### src/rtl/i2c_xfer_seq.sv
// Round-robin I2C register-access sequencer for the byte controller.
// Turns one captured descriptor into a start/dev/reg/data/stop command stream.
module i2c_xfer_seq #(
   parameter int NREQ   = 2,
   parameter int MAXLEN = 4
) (
   input  logic                     clk_i,
   input  logic                     rst_i,
   input  logic [NREQ-1:0]          req_valid_i,
   output logic [NREQ-1:0]          req_ready_o,
   input  logic [NREQ-1:0]          req_rnw_i,
   input  logic [7*NREQ-1:0]        req_dev_i,
   input  logic [8*NREQ-1:0]        req_reg_i,
   input  logic [3*NREQ-1:0]        req_len_i,
   input  logic [8*MAXLEN*NREQ-1:0] req_wdata_i,
   output logic [NREQ-1:0]          rsp_valid_o,
   output logic [1:0]               rsp_err_o,
   output logic [8*MAXLEN-1:0]      rsp_rdata_o,
   output logic                     busy_o,
   output logic                     start_o,
   output logic                     stop_o,
   output logic                     read_o,
   output logic                     write_o,
   output logic                     ack_o,
   output logic [7:0]               dat_o,
   input  logic                     cmd_ack_i,
   input  logic                     ack_i,
   input  logic [7:0]               dat_i,
   input  logic                     al_i
);

   localparam int PW = (NREQ > 1) ? $clog2(NREQ) : 1;
   localparam int DW = 8 * MAXLEN;

   // command encodings: {start, stop, read, write, ack}
   localparam logic [4:0] C_STWR = 5'b10010;
   localparam logic [4:0] C_WR   = 5'b00010;
   localparam logic [4:0] C_WRSP = 5'b01010;
   localparam logic [4:0] C_RD   = 5'b00100;
   localparam logic [4:0] C_RDSP = 5'b01101;
   localparam logic [4:0] C_SP   = 5'b01000;

   typedef enum logic [3:0] {
      S_IDLE,
      S_CHK,
      S_DEV,
      S_REG,
      S_WDAT,
      S_RDEV,
      S_RDAT,
      S_STOP,
      S_RSP
   } state_t;

   state_t          r_state;
   logic [PW-1:0]   r_ptr;
   logic [PW-1:0]   r_owner;
   logic            r_rnw;
   logic [6:0]      r_dev;
   logic [7:0]      r_reg;
   logic [2:0]      r_len;
   logic [2:0]      r_k;
   logic [DW-1:0]   r_wdata;
   logic [DW-1:0]   r_rdata;
   logic [1:0]      r_err;
   logic [NREQ-1:0] r_ready;
   logic [NREQ-1:0] r_rsp;
   logic            r_busy;
   logic            r_ld;
   logic [4:0]      r_cmd;
   logic [7:0]      r_dat;

   logic            w_gnt_vld;
   logic [PW-1:0]   w_gnt;
   logic [PW-1:0]   w_ptr_nx;
   logic [NREQ-1:0] w_own1h;
   logic            w_last;
   logic            w_badlen;
   logic [7:0]      w_wbyte;
   logic [4:0]      w_cmd;
   logic [7:0]      w_dat;

   // lowest offset from the pointer wins, hence the descending scan
   always_comb begin
      w_gnt_vld = 1'b0;
      w_gnt     = '0;
      for (int i = NREQ - 1; i >= 0; i--) begin
         if (req_valid_i[(int'(r_ptr) + i) % NREQ]) begin
            w_gnt_vld = 1'b1;
            w_gnt     = PW'((int'(r_ptr) + i) % NREQ);
         end
      end
   end

   assign w_ptr_nx = (w_gnt == PW'(NREQ - 1)) ? '0 : w_gnt + PW'(1);
   assign w_own1h  = NREQ'(1) << r_owner;
   assign w_last   = (r_k == (r_len - 3'd1));
   assign w_badlen = (r_len == 3'd0) || (r_len > 3'(MAXLEN));
   assign w_wbyte  = 8'(r_wdata >> {r_k, 3'b000});

   always_comb begin
      w_cmd = 5'b00000;
      w_dat = 8'h00;
      unique case (r_state)
         S_DEV: begin
            w_cmd = C_STWR;
            w_dat = {r_dev, 1'b0};
         end
         S_REG: begin
            w_cmd = C_WR;
            w_dat = r_reg;
         end
         S_WDAT: begin
            w_cmd = w_last ? C_WRSP : C_WR;
            w_dat = w_wbyte;
         end
         S_RDEV: begin
            w_cmd = C_STWR;
            w_dat = {r_dev, 1'b1};
         end
         S_RDAT: w_cmd = w_last ? C_RDSP : C_RD;
         S_STOP: w_cmd = C_SP;
         default: begin
            w_cmd = 5'b00000;
            w_dat = 8'h00;
         end
      endcase
   end

   always_ff @(posedge clk_i) begin
      if (rst_i) begin
         r_state <= S_IDLE;
         r_ptr   <= '0;
         r_owner <= '0;
         r_rnw   <= 1'b0;
         r_dev   <= '0;
         r_reg   <= '0;
         r_len   <= '0;
         r_k     <= '0;
         r_wdata <= '0;
         r_rdata <= '0;
         r_err   <= 2'b00;
         r_ready <= '0;
         r_rsp   <= '0;
         r_busy  <= 1'b0;
         r_ld    <= 1'b0;
         r_cmd   <= '0;
         r_dat   <= '0;
      end else begin
         r_ready <= '0;
         r_rsp   <= '0;
         unique case (r_state)
            S_IDLE: begin
               if (w_gnt_vld) begin
                  r_ready <= NREQ'(1) << w_gnt;
                  r_owner <= w_gnt;
                  r_ptr   <= w_ptr_nx;
                  r_rnw   <= req_rnw_i[w_gnt];
                  r_dev   <= req_dev_i[7*w_gnt +: 7];
                  r_reg   <= req_reg_i[8*w_gnt +: 8];
                  r_len   <= req_len_i[3*w_gnt +: 3];
                  r_wdata <= req_wdata_i[DW*w_gnt +: DW];
                  r_rdata <= '0;
                  r_err   <= 2'b00;
                  r_k     <= '0;
                  r_busy  <= 1'b1;
                  r_state <= S_CHK;
               end
            end
            S_CHK: begin
               if (w_badlen) begin
                  r_err   <= 2'b11;
                  r_rsp   <= w_own1h;
                  r_state <= S_RSP;
               end else begin
                  r_ld    <= 1'b1;
                  r_state <= S_DEV;
               end
            end
            S_RSP: begin
               r_busy  <= 1'b0;
               r_state <= S_IDLE;
            end
            default: begin
               if (al_i) begin
                  r_cmd   <= '0;
                  r_dat   <= '0;
                  r_ld    <= 1'b0;
                  r_err   <= 2'b10;
                  r_rsp   <= w_own1h;
                  r_state <= S_RSP;
               end else if (r_ld) begin
                  r_ld  <= 1'b0;
                  r_cmd <= w_cmd;
                  r_dat <= w_dat;
               end else if (cmd_ack_i) begin
                  r_cmd <= '0;
                  r_dat <= '0;
                  r_ld  <= 1'b1;
                  unique case (r_state)
                     S_DEV: begin
                        if (ack_i) begin
                           r_err   <= 2'b01;
                           r_state <= S_STOP;
                        end else begin
                           r_state <= S_REG;
                        end
                     end
                     S_REG: begin
                        r_k <= '0;
                        if (ack_i) begin
                           r_err   <= 2'b01;
                           r_state <= S_STOP;
                        end else if (r_rnw) begin
                           r_state <= S_RDEV;
                        end else begin
                           r_state <= S_WDAT;
                        end
                     end
                     S_WDAT: begin
                        if (ack_i) r_err <= 2'b01;
                        if (w_last) begin
                           r_ld    <= 1'b0;
                           r_rsp   <= w_own1h;
                           r_state <= S_RSP;
                        end else if (ack_i) begin
                           r_state <= S_STOP;
                        end else begin
                           r_k <= r_k + 3'd1;
                        end
                     end
                     S_RDEV: begin
                        if (ack_i) begin
                           r_err   <= 2'b01;
                           r_state <= S_STOP;
                        end else begin
                           r_state <= S_RDAT;
                        end
                     end
                     S_RDAT: begin
                        r_rdata[{r_k, 3'b000} +: 8] <= dat_i;
                        if (w_last) begin
                           r_ld    <= 1'b0;
                           r_rsp   <= w_own1h;
                           r_state <= S_RSP;
                        end else begin
                           r_k <= r_k + 3'd1;
                        end
                     end
                     S_STOP: begin
                        r_ld    <= 1'b0;
                        r_rsp   <= w_own1h;
                        r_state <= S_RSP;
                     end
                     default: r_state <= S_IDLE;
                  endcase
               end
            end
         endcase
      end
   end

   assign req_ready_o = r_ready;
   assign rsp_valid_o = r_rsp;
   assign rsp_err_o   = r_err;
   assign rsp_rdata_o = r_rdata;
   assign busy_o      = r_busy;
   assign dat_o       = r_dat;
   assign {start_o, stop_o, read_o, write_o, ack_o} = r_cmd;

endmodule

### config.mk
export PLATFORM = sky130hd
export DESIGN_NAME = i2c_xfer_seq
export DESIGN_NICKNAME = d
export VERILOG_FILES = /design/src/rtl/i2c_xfer_seq.sv
export SDC_FILE = /design/constraint.sdc
export NUM_CORES = 1
export LEC_CHECK = 0
export BUFFER_PORTS_ARGS = -buffer_cell sky130_fd_sc_hd__buf_2
export CELL_PAD_IN_SITES_DETAIL_PLACEMENT = 0
export CELL_PAD_IN_SITES_GLOBAL_PLACEMENT = 1
export CORE_MARGIN = 2
export CORE_UTILIZATION = 40
export CTS_BUF_LIST = sky130_fd_sc_hd__clkbuf_16
export CTS_CLUSTER_SIZE = 30
export DETAILED_ROUTE_END_ITERATION = 10
export GPL_ROUTABILITY_DRIVEN = 0
export GPL_TIMING_DRIVEN = 0
export HOLD_SLACK_MARGIN = 0.08
export PLACE_DENSITY = 0.84
export SYNTH_ARGS = -nofsm -noshare
export SYNTH_HDL_FRONTEND = slang
export SYNTH_SLANG_ARGS = --single-unit
### constraint.sdc
create_clock -name clk_i -period 4.1 [get_ports clk_i]
set_input_delay 0.41 -clock clk_i [delete_from_list [all_inputs] [get_ports clk_i]]
set_output_delay 0.41 -clock clk_i [all_outputs]
set_load 0.03 [all_outputs]
# Yosys cells after proc, flatten, opt, wreduce, memory -nomap -nowiden
# Cells that the tools add are included.
# Widths: inputs -> output; s select.
word_totals:
  reg_bits: 113
  in_bits: 117
  out_inout_bits: 52
classes:
  add_sub_neg: 5
  multipliers: 2
  order_cmp: 4
  n_eq_ne: 21
  n_shift: 9
  n_mux: 76
  n_bitwise: 7
  n_reduce_logical: 27
op_table:
  columns: ["op", "n"]
  rows:
  - ["$mux 32", 5]
  - ["$pmux 32 s2", 1]
  - ["$shiftx 64x7->32", 1]
  - ["$mux 4", 10]
  - ["$bwmux 32", 1]
  - ["$pmux 8 s4", 1]
  - ["$shift 8x8->32 const A", 1]
  - ["$shiftx 8x8->32", 1]
  - ["$shr 32x6->8", 1]
  - ["$mux 2", 13]
  - ["$pmux 5 s5", 1]
  - ["$mux 3", 8]
  - ["$mux 8", 3]
  - ["$pmux 4 s6", 1]
  - ["$mux 1", 20]
  - ["$eq 4x3->1 const B", 4]
  - ["$reduce_bool 4->1", 4]
  - ["$shiftx 16x5->8", 1]
  - ["$mux 5", 3]
  - ["$shiftx 14x5->7", 1]
  - ["$pmux 4 s3", 1]
  - ["$pmux 3 s3", 1]
  - ["$reduce_and 9->1", 1]
  - ["$eq 4x2->1 const B", 2]
  - ["41 further kinds", 65]

# Longest topological paths before layout
# Gate-level depths: netlist (run 1).
logic_depth:
  word_depth: 9
  mapped_depth: 9

# Least setup slack after synthesis (run 1)
# No wires, ideal clock.
synth_path:
  path_kind: "register -> register"
  from: "reg r_k[0]"
  to: "reg r_rdata[10], in the netlist rsp_rdata_o[10]"
  setup_ns: 0.074
  arrival_ns: 2.322
  t_required_ns: 4.026
  setup_slack_ns: 1.704
  path_stages_with_launch: 9
  path_buffers: 1
  cell_sequence: "dfxtp_1 buf_2 inv_1 ha_1 ha_1 nand2_1 nor4_1 nand2_1 mux2i_1"
synth_via:
  elab_chain_len: 8
  word_cells_on_any_way: 9
  cone_classes: "1 x add/sub; 2 x shift; 6 x mux"
synth_rtl:
  columns: ["item", "line", "text"]
  rows:
  - ["start: declaration", "62", "logic [2:0] r_k;"]
  - ["start signal: assignment", "229", "r_k <= r_k + 3'd1;"]
  - ["start signal: assignment", "247", "r_k <= r_k + 3'd1;"]
  - ["$neg 6->8 *", "241", "r_rdata[{r_k, 3'b000} +: 8] <= dat_i;"]
  - ["$shiftx 8x8->32 or $shift 8x8->32 (tied branches)", "241", null]
  - ["$bwmux 32 *", "241", null]
  - ["$mux 32 *", "200", "unique case (r_state)"]
  - ["$mux 32 *", "196", "end else if (cmd_ack_i) begin"]
  - ["$mux 32 *", "192", "end else if (r_ld) begin"]
  - ["$mux 32 *", "185", "if (al_i) begin"]
  - ["$pmux 32 s2 *", "152", "unique case (r_state)"]
  - ["end signal: indexed assignment", "241", null]
  - ["end: declaration", "64", "logic [DW-1:0] r_rdata;"]
# Mark *: on every way between the ends. The rest lies on a longest branch, timed or not. The select of a mux whose other input is x is not followed.
# A chain may end at the register's enable or synchronous reset.

# Worst setup path after layout (run 1)
layout_path:
  from: "reg r_k[1]"
  to: "reg r_rdata[10], in the netlist rsp_rdata_o[10]"
# Same word-level chain as after synthesis.

==> metrics.yaml, run 1 <==
job:
  drv_cap: 0
critical_path:
  cpMaxStageDelayCell: "nor4_1"
  critical_path.endpoint_type: "flop"
  worstPathCellList: "clkbuf_1 -> inv_1 -> ha_1 -> ha_1 -> nand2_1 -> nor4_1 -> nand2_1 -> mux2i_1"
  worst_ep_arrival_time_ps: 3560
  start_kind: "flop"
  critPathMaxStageDelay_ps: 1040
  crit_family: "simple AND/OR/NAND/NOR gates"
  critPathBufInv: 2
  worst-path-max-fanout: 10
  worstPathRequired_ps: 4440
  path_class: "flop to flop"
timing:
  worst-slew-pin-transition_ps: 1310
  fmax_mhz: 311
  fin_crit_sh: 0.785
  relSlewSlack: 0.120
  fin_setup_tns_ps: 0
  layout_setup_ws_ps: 880
  drv_slew: 0
  grt_setup_unrepaired: "false"
  clock_skew_ps: 6.32
  finalSetupViolations: 0
  fin_crit_ps: 3220
  hold_violations: 0
clock_tree:
  cts_resized: 0
  clockBufferDepth: 2
  htreeDepth: 4
  postCtsHoldBufs: 0
  clk_transition_reported_paths_ps: 50
  clockRootBuffer: "clkbuf_16"
  numClockSinks: 113
  cts_tree: "yes"
  clock_latency_ps: 420
  cts_buffers: 17
  cts_setup_buffers: 0
detailed_routing:
  drtIter0Drc: 506
  wire_per_inst_um: 18.2
  via_count: 5058
  wirelength_um: 16100
  dr.pass1.iters: 6
  viasPerCell: 5.70
  ant_nets: 0
  drc_errors: 0
cells_and_area:
  final_net_count: 833
  instances_no_fill: 887
  nFillCells: 1124
  layout-drive-gt1-share: 0.312
  n_antenna_cell: 0
  syn_to_final_growth_pct: 30.9
  finalInstanceArea_sq_mm: 0.00659
  fin_util: 0.542
global_routing:
  grt_usage: 0.246
  antenna_found_initial: 0
  grt_first_pass_wirelength_um: 25300
  overflow: 0
  grt_max_degree: 17
  grt_pass1_vias: 5053
floorplanning:
  start_util: 0.414
  die_h_um: 116
  die_area_sq_mm: 0.0135
  num_io_pins: 169
  die_w_um: 116
  core_area_sq_mm: 0.0122
  rows: 40
synth:
  ys_top_cells_by_count: "dfxtp_1, nor2_1, a222oi_1"
  synthCells: 522
  synth_top_cell_by_area: "dfxtp_1"
  yosysUniqueCellTypes: 58
  dominantRegCellSynth: "dfxtp_1"
  synth_most_common_cell: "dfxtp_1"
  synthesis.nets: 646
  ys_ff_latch: 113
  ys_seq_area_frac: 0.450
  avgSynthCellArea_sq_um: 9.64
  syn_area_sq_mm: 0.00503
  yosysWarnings: 0
  synth_edf_count: 0
  synthArstFlopShare: 0
  synth_area_leaders: "dfxtp_1, a222oi_1, nor2_1"
  synth_top_area_share: 0.450
power:
  p_leak_nw: 2.86
  power_density_mw_per_mm2: 670
  seqPwrFrac: 0.332
  pwr-share-comb: 0.377
  p_int_mw: 2.77
  clock_power_share: 0.292
  switching_share: 0.371
  p_sw_mw: 1.64
  ir_drop_uv: 378
place:
  place_ws_ps: 919
  dp_hpwl_um: 12200
  post_dp_cell_area_sq_mm: 0.00608
  portBuffers: 168
  dp.cells: 858
worst_hold_path:
  hold_path.class: "input port to flop"
status:
  status: "finished, final reports clean"
metrics by stage:
stage | power, mW | hold slack, ps
final | 4.41 | 223
after global routing | 4.64 | 233
after floorplan | 2.65 | 417
after detailed placement | 3.13 | 458
after global placement | 3.08 | 445
after CTS | 4.41 | 220
power by group through the flow:
| stage | clock network (mW) | logic [mW] | registers, mW |
|---|---|---|---|
| after CTS | 1.30 | 1.65 | 1.46 |
| after floorplan | 0 | 1.18 | 1.47 |
| final | 1.29 | 1.66 | 1.46 |
| after detailed placement | 0 | 1.65 | 1.48 |
| after global placement | 0 | 1.61 | 1.47 |
| after global routing | 1.35 | 1.81 | 1.48 |
area by class of cell:
type / instances / area (sq um) / area share
flip-flops and latches: 113 / 2260 / 0.343
inverters: 19 / 71.3 / 0.0108
plain buffers: 41 / 174 / 0.0264
clock buffers: 17 / 425 / 0.0646
clock inverters: 12 / 80.1 / 0.0122
multi-input cells: 349 / 2520 / 0.383
well taps: 168 / 210 / 0.0319
repair buffers: 168 / 841 / 0.128
layout by cell type, fill, tap and decap left out, types with 2 or more instances in the layout:
cell type,netlist,final
buf_2,10,178
dfxtp_1,113,113
nor2_1,72,72
a222oi_1,51,51
nand2_1,31,31
clkbuf_1,28,28
a22o_1,24,24
nand2b_1,22,22
inv_1,19,21
a21oi_1,21,21
clkbuf_16,0,17
mux2i_1,16,16
o21ai_0,11,11
nor2b_1,9,9
o22ai_1,9,9
mux4_2,8,8
a22oi_1,7,7
ha_1,7,7
nor3_1,6,6
clkinv_1,0,4
clkinv_2,0,4
nor3b_1,3,3
xor2_1,3,3
nand3_1,3,3
nor4_1,2,2
nor4b_1,2,2
nand4_1,2,2
or3_1,2,2
or2_2,2,2
buf_1,2,2
a221oi_1,2,2
o31ai_1,2,2
or4b_1,2,2
a31oi_1,2,2
o2111ai_1,2,2
a32oi_1,2,2
final timing paths:
path	startpoint	to	slack [ps]	cells after the start
worst max register to register	r_k[1]	rsp_rdata_o[10]	880	8
worst min register to register	dat_o[0]	dat_o[0]	460	2
worst min-delay path	req_wdata_i[59]	r_wdata[27]	220	3
worst max-delay path	r_k[1]	rsp_rdata_o[10]	880	8
routing by layer:
layer	wire length, um	track usage	up-vias
li1	-	-	2366
met1	6470	0.288	2407
met2	7870	0.422	255
met3	1360	0.0690	30
met4	418	0.106	0
met5	0	0	-
kinds of logic after synthesis:
group	share of synthesized area
AND/OR/NAND/NOR	0.163
AO/OA/AOI/OAI	0.240
flip-flops	0.450
buffers and inverters	0.0488
multiplexers	0.0699
adder cells (fa/ha/maj)	0.0174
XOR/XNOR	0.0114
worst reg2reg max path, delay by kind of cell (launching register included):
kind                       cells  cell delay (ps)
and+or+nand+nor                3             1280
buffers and inverters          2              650
adders and majority gates      2              540
DFF                            1              480
muxes                          1              190
Note: power is estimated with default switching activity, not from simulation.
==> run 2: changes to the inputs <==
ABC_AREA = 1   (was default)
CORE_UTILIZATION = 36   (was 40)
PLACE_DENSITY = 0.8   (was 0.84)
clock period = 3.1 ns   (was 4.1 ns; I/O delays follow)
==> run 2 against run 1 <==
Net effect:
- sequential power up 37%
- highest routed layer unchanged
- final cell count up 37%
- clock skew up 2.3 ps
- largest power group unchanged
==> metrics.yaml, run 2 <==
clock_tree:
  cts_setup_buffers: 0
  cts_tree: "yes"
  numClockSinks: 113
  clk_transition_reported_paths_ps: 60
  clock_latency_ps: 420
  clockBufferDepth: 2
  clockRootBuffer: "clkbuf_16"
  htreeDepth: 4
  cts_buffers: 17
detailed_routing:
  via_count: 6018
  viasPerCell: 4.97
  drtIter0Drc: 368
  dr.pass1.iters: 7
  ant_nets: 0
  drc_errors: 0
  wirelength_um: 18800
  wire_per_inst_um: 15.5
synth:
  ys_seq_area_frac: 0.403
  avgSynthCellArea_sq_um: 6.81
  synth_edf_count: 0
  synthArstFlopShare: 0
  synthCells: 825
  synthesis.nets: 949
  ys_ff_latch: 113
  synth_top_cell_by_area: "dfxtp_1"
  synth_top_area_share: 0.403
  ys_top_cells_by_count: "nand2_1, dfxtp_1, a21oi_1"
  yosysWarnings: 0
  syn_area_sq_mm: 0.00562
  yosysUniqueCellTypes: 35
  synth_most_common_cell: "nand2_1"
  synth_area_leaders: "dfxtp_1, nand2_1, a21oi_1"
  dominantRegCellSynth: "dfxtp_1"
critical_path:
  reg2regPathDepth: 9
  timing.rr.end: "rsp_rdata_o[30]"
  r2r_start: "r_k[1]"
  worst-path-max-fanout: 11
  r2r_slack_ps: 270
  worst_ep_arrival_time_ps: 3110
  start_kind: "flop"
  crit_start: "r_k[1]"
  worstPathRequired_ps: 3380
  critical_path.endpoint_type: "flop"
  path_class: "flop to flop"
floorplanning:
  die_w_um: 129
  die_area_sq_mm: 0.0166
  start_util: 0.369
  die_h_um: 129
  num_io_pins: 169
  core_area_sq_mm: 0.0152
  rows: 45
timing:
  fin_crit_sh: 0.914
  clock_skew_ps: 8.59
  worst-slew-pin-transition_ps: 712
  fin_setup_tns_ps: 0
  relSlewSlack: 0.521
  finalSetupViolations: 0
  drv_slew: 0
  layout_setup_ws_ps: 268
  fin_crit_ps: 2830
  hold_violations: 0
  grt_setup_unrepaired: "false"
  fmax_mhz: 353
cells_and_area:
  nFillCells: 1625
  mostFrequentLayoutCell: "nand2_1"
  final_net_count: 1135
  syn_to_final_growth_pct: 28.6
  layout-drive-gt1-share: 0.235
  n_antenna_cell: 0
  mostFrequentLayoutCells: "nand2_1, buf_2, dfxtp_1, a21oi_1, nor2_1"
worst_hold_path:
  worstHoldStart: "req_wdata_i[26]"
  hold_depth: 2
  hold_path.class: "input port to flop"
  min_to: "r_wdata[26]"
global_routing:
  grt_pass1_vias: 5711
  antenna_found_initial: 0
  grt_first_pass_wirelength_um: 29300
  overflow: 0
  grt_max_degree: 17
  grt_usage: 0.230
place:
  dp_hpwl_um: 14400
  portBuffers: 167
  place_ws_ps: 141
job:
  drv_cap: 0
power:
  ir_drop_uv: 559
  p_leak_nw: 3.24
  power_density_mw_per_mm2: 1010
status:
  status: "finished, final reports clean"
## run 2: per-layer routing
metal	track usage	up-vias	part of all wire
met3	0.0549	29	0.056
met1	0.301	2674	0.47
li1	-	3128	-
met5	0	-	0
met2	0.365	187	0.45
met4	0.0934	0	0.026
## run 2: stage by stage
| step | hold WS, ps | power, mW | utilization | cell area (sq um) | instances |
|---|---|---|---|---|---|
| finish | 111 | 7.31 | 0.475 | 7220 | 1211 |
| detailed placement | 450 | 5.54 | 0.440 | 6690 | 1180 |
| global route | 95.8 | 7.87 | 0.475 | 7220 | 1211 |
| CTS | 97.3 | 7.31 | 0.475 | 7220 | 1211 |
| global placement | 448 | 5.52 | 0.440 | 6690 | 1180 |
| floorplan | 420 | 4.54 | - | 5620 | 825 |
## run 2: worst max-delay path, cell delays in order, from the launching register on
cell and delay, ps:
dfxtp_1 540, clkinvlp_4 290, buf_1 330, ha_1 280
ha_1 370, nand2_1 70, nand2_1 260, nand3_1 320
nand2_1 150, a21oi_1 70
## run 2: worst max path at each step
stage	end	cells past startpoint
finish	rsp_rdata_o[30]	9
global placement	rsp_rdata_o[17]	8
floorplan	rsp_rdata_o[17]	8
global route	rsp_rdata_o[30]	9
detailed placement	rsp_rdata_o[17]	8
CTS	rsp_rdata_o[17]	8
## run 2: kinds of logic (layout without fill, tap and decap cells)
group                      after synthesis  in the layout  synth area share
adders and majority gates                7              7            0.0156
and+or+nand+nor                        427            427             0.329
AOI/OAI and AO/OA                      173            173             0.172
xor gates and xnor gates                 1              1           0.00156
buffers and inverters                  104            302            0.0791
DFF                                    113            113             0.403
## run 2: cell type report
type,instances,area (sq um),share of cell area
inverter,61,233,0.0322
tap,188,235,0.0326
multi-input combinational,608,2920,0.404
sequential,113,2260,0.313
timing repair buffer,167,836,0.116
buffer,43,215,0.0298
clock inverter,14,103,0.0142
clock buffer,17,425,0.0589
## run 2: what timing repair did
item	in CTS	in global routing
gates resized for setup	0	2
hold buffers	0	0
setup endpoints to repair	0	9
## run 2: power by group
part           internal, mW  switching [mW]  leakage (nW)
Combinational          1.07            2.48          2.05
Clock                  1.07           0.687         0.265
Sequential             1.80           0.206         0.921
Total                  3.94            3.37          3.24
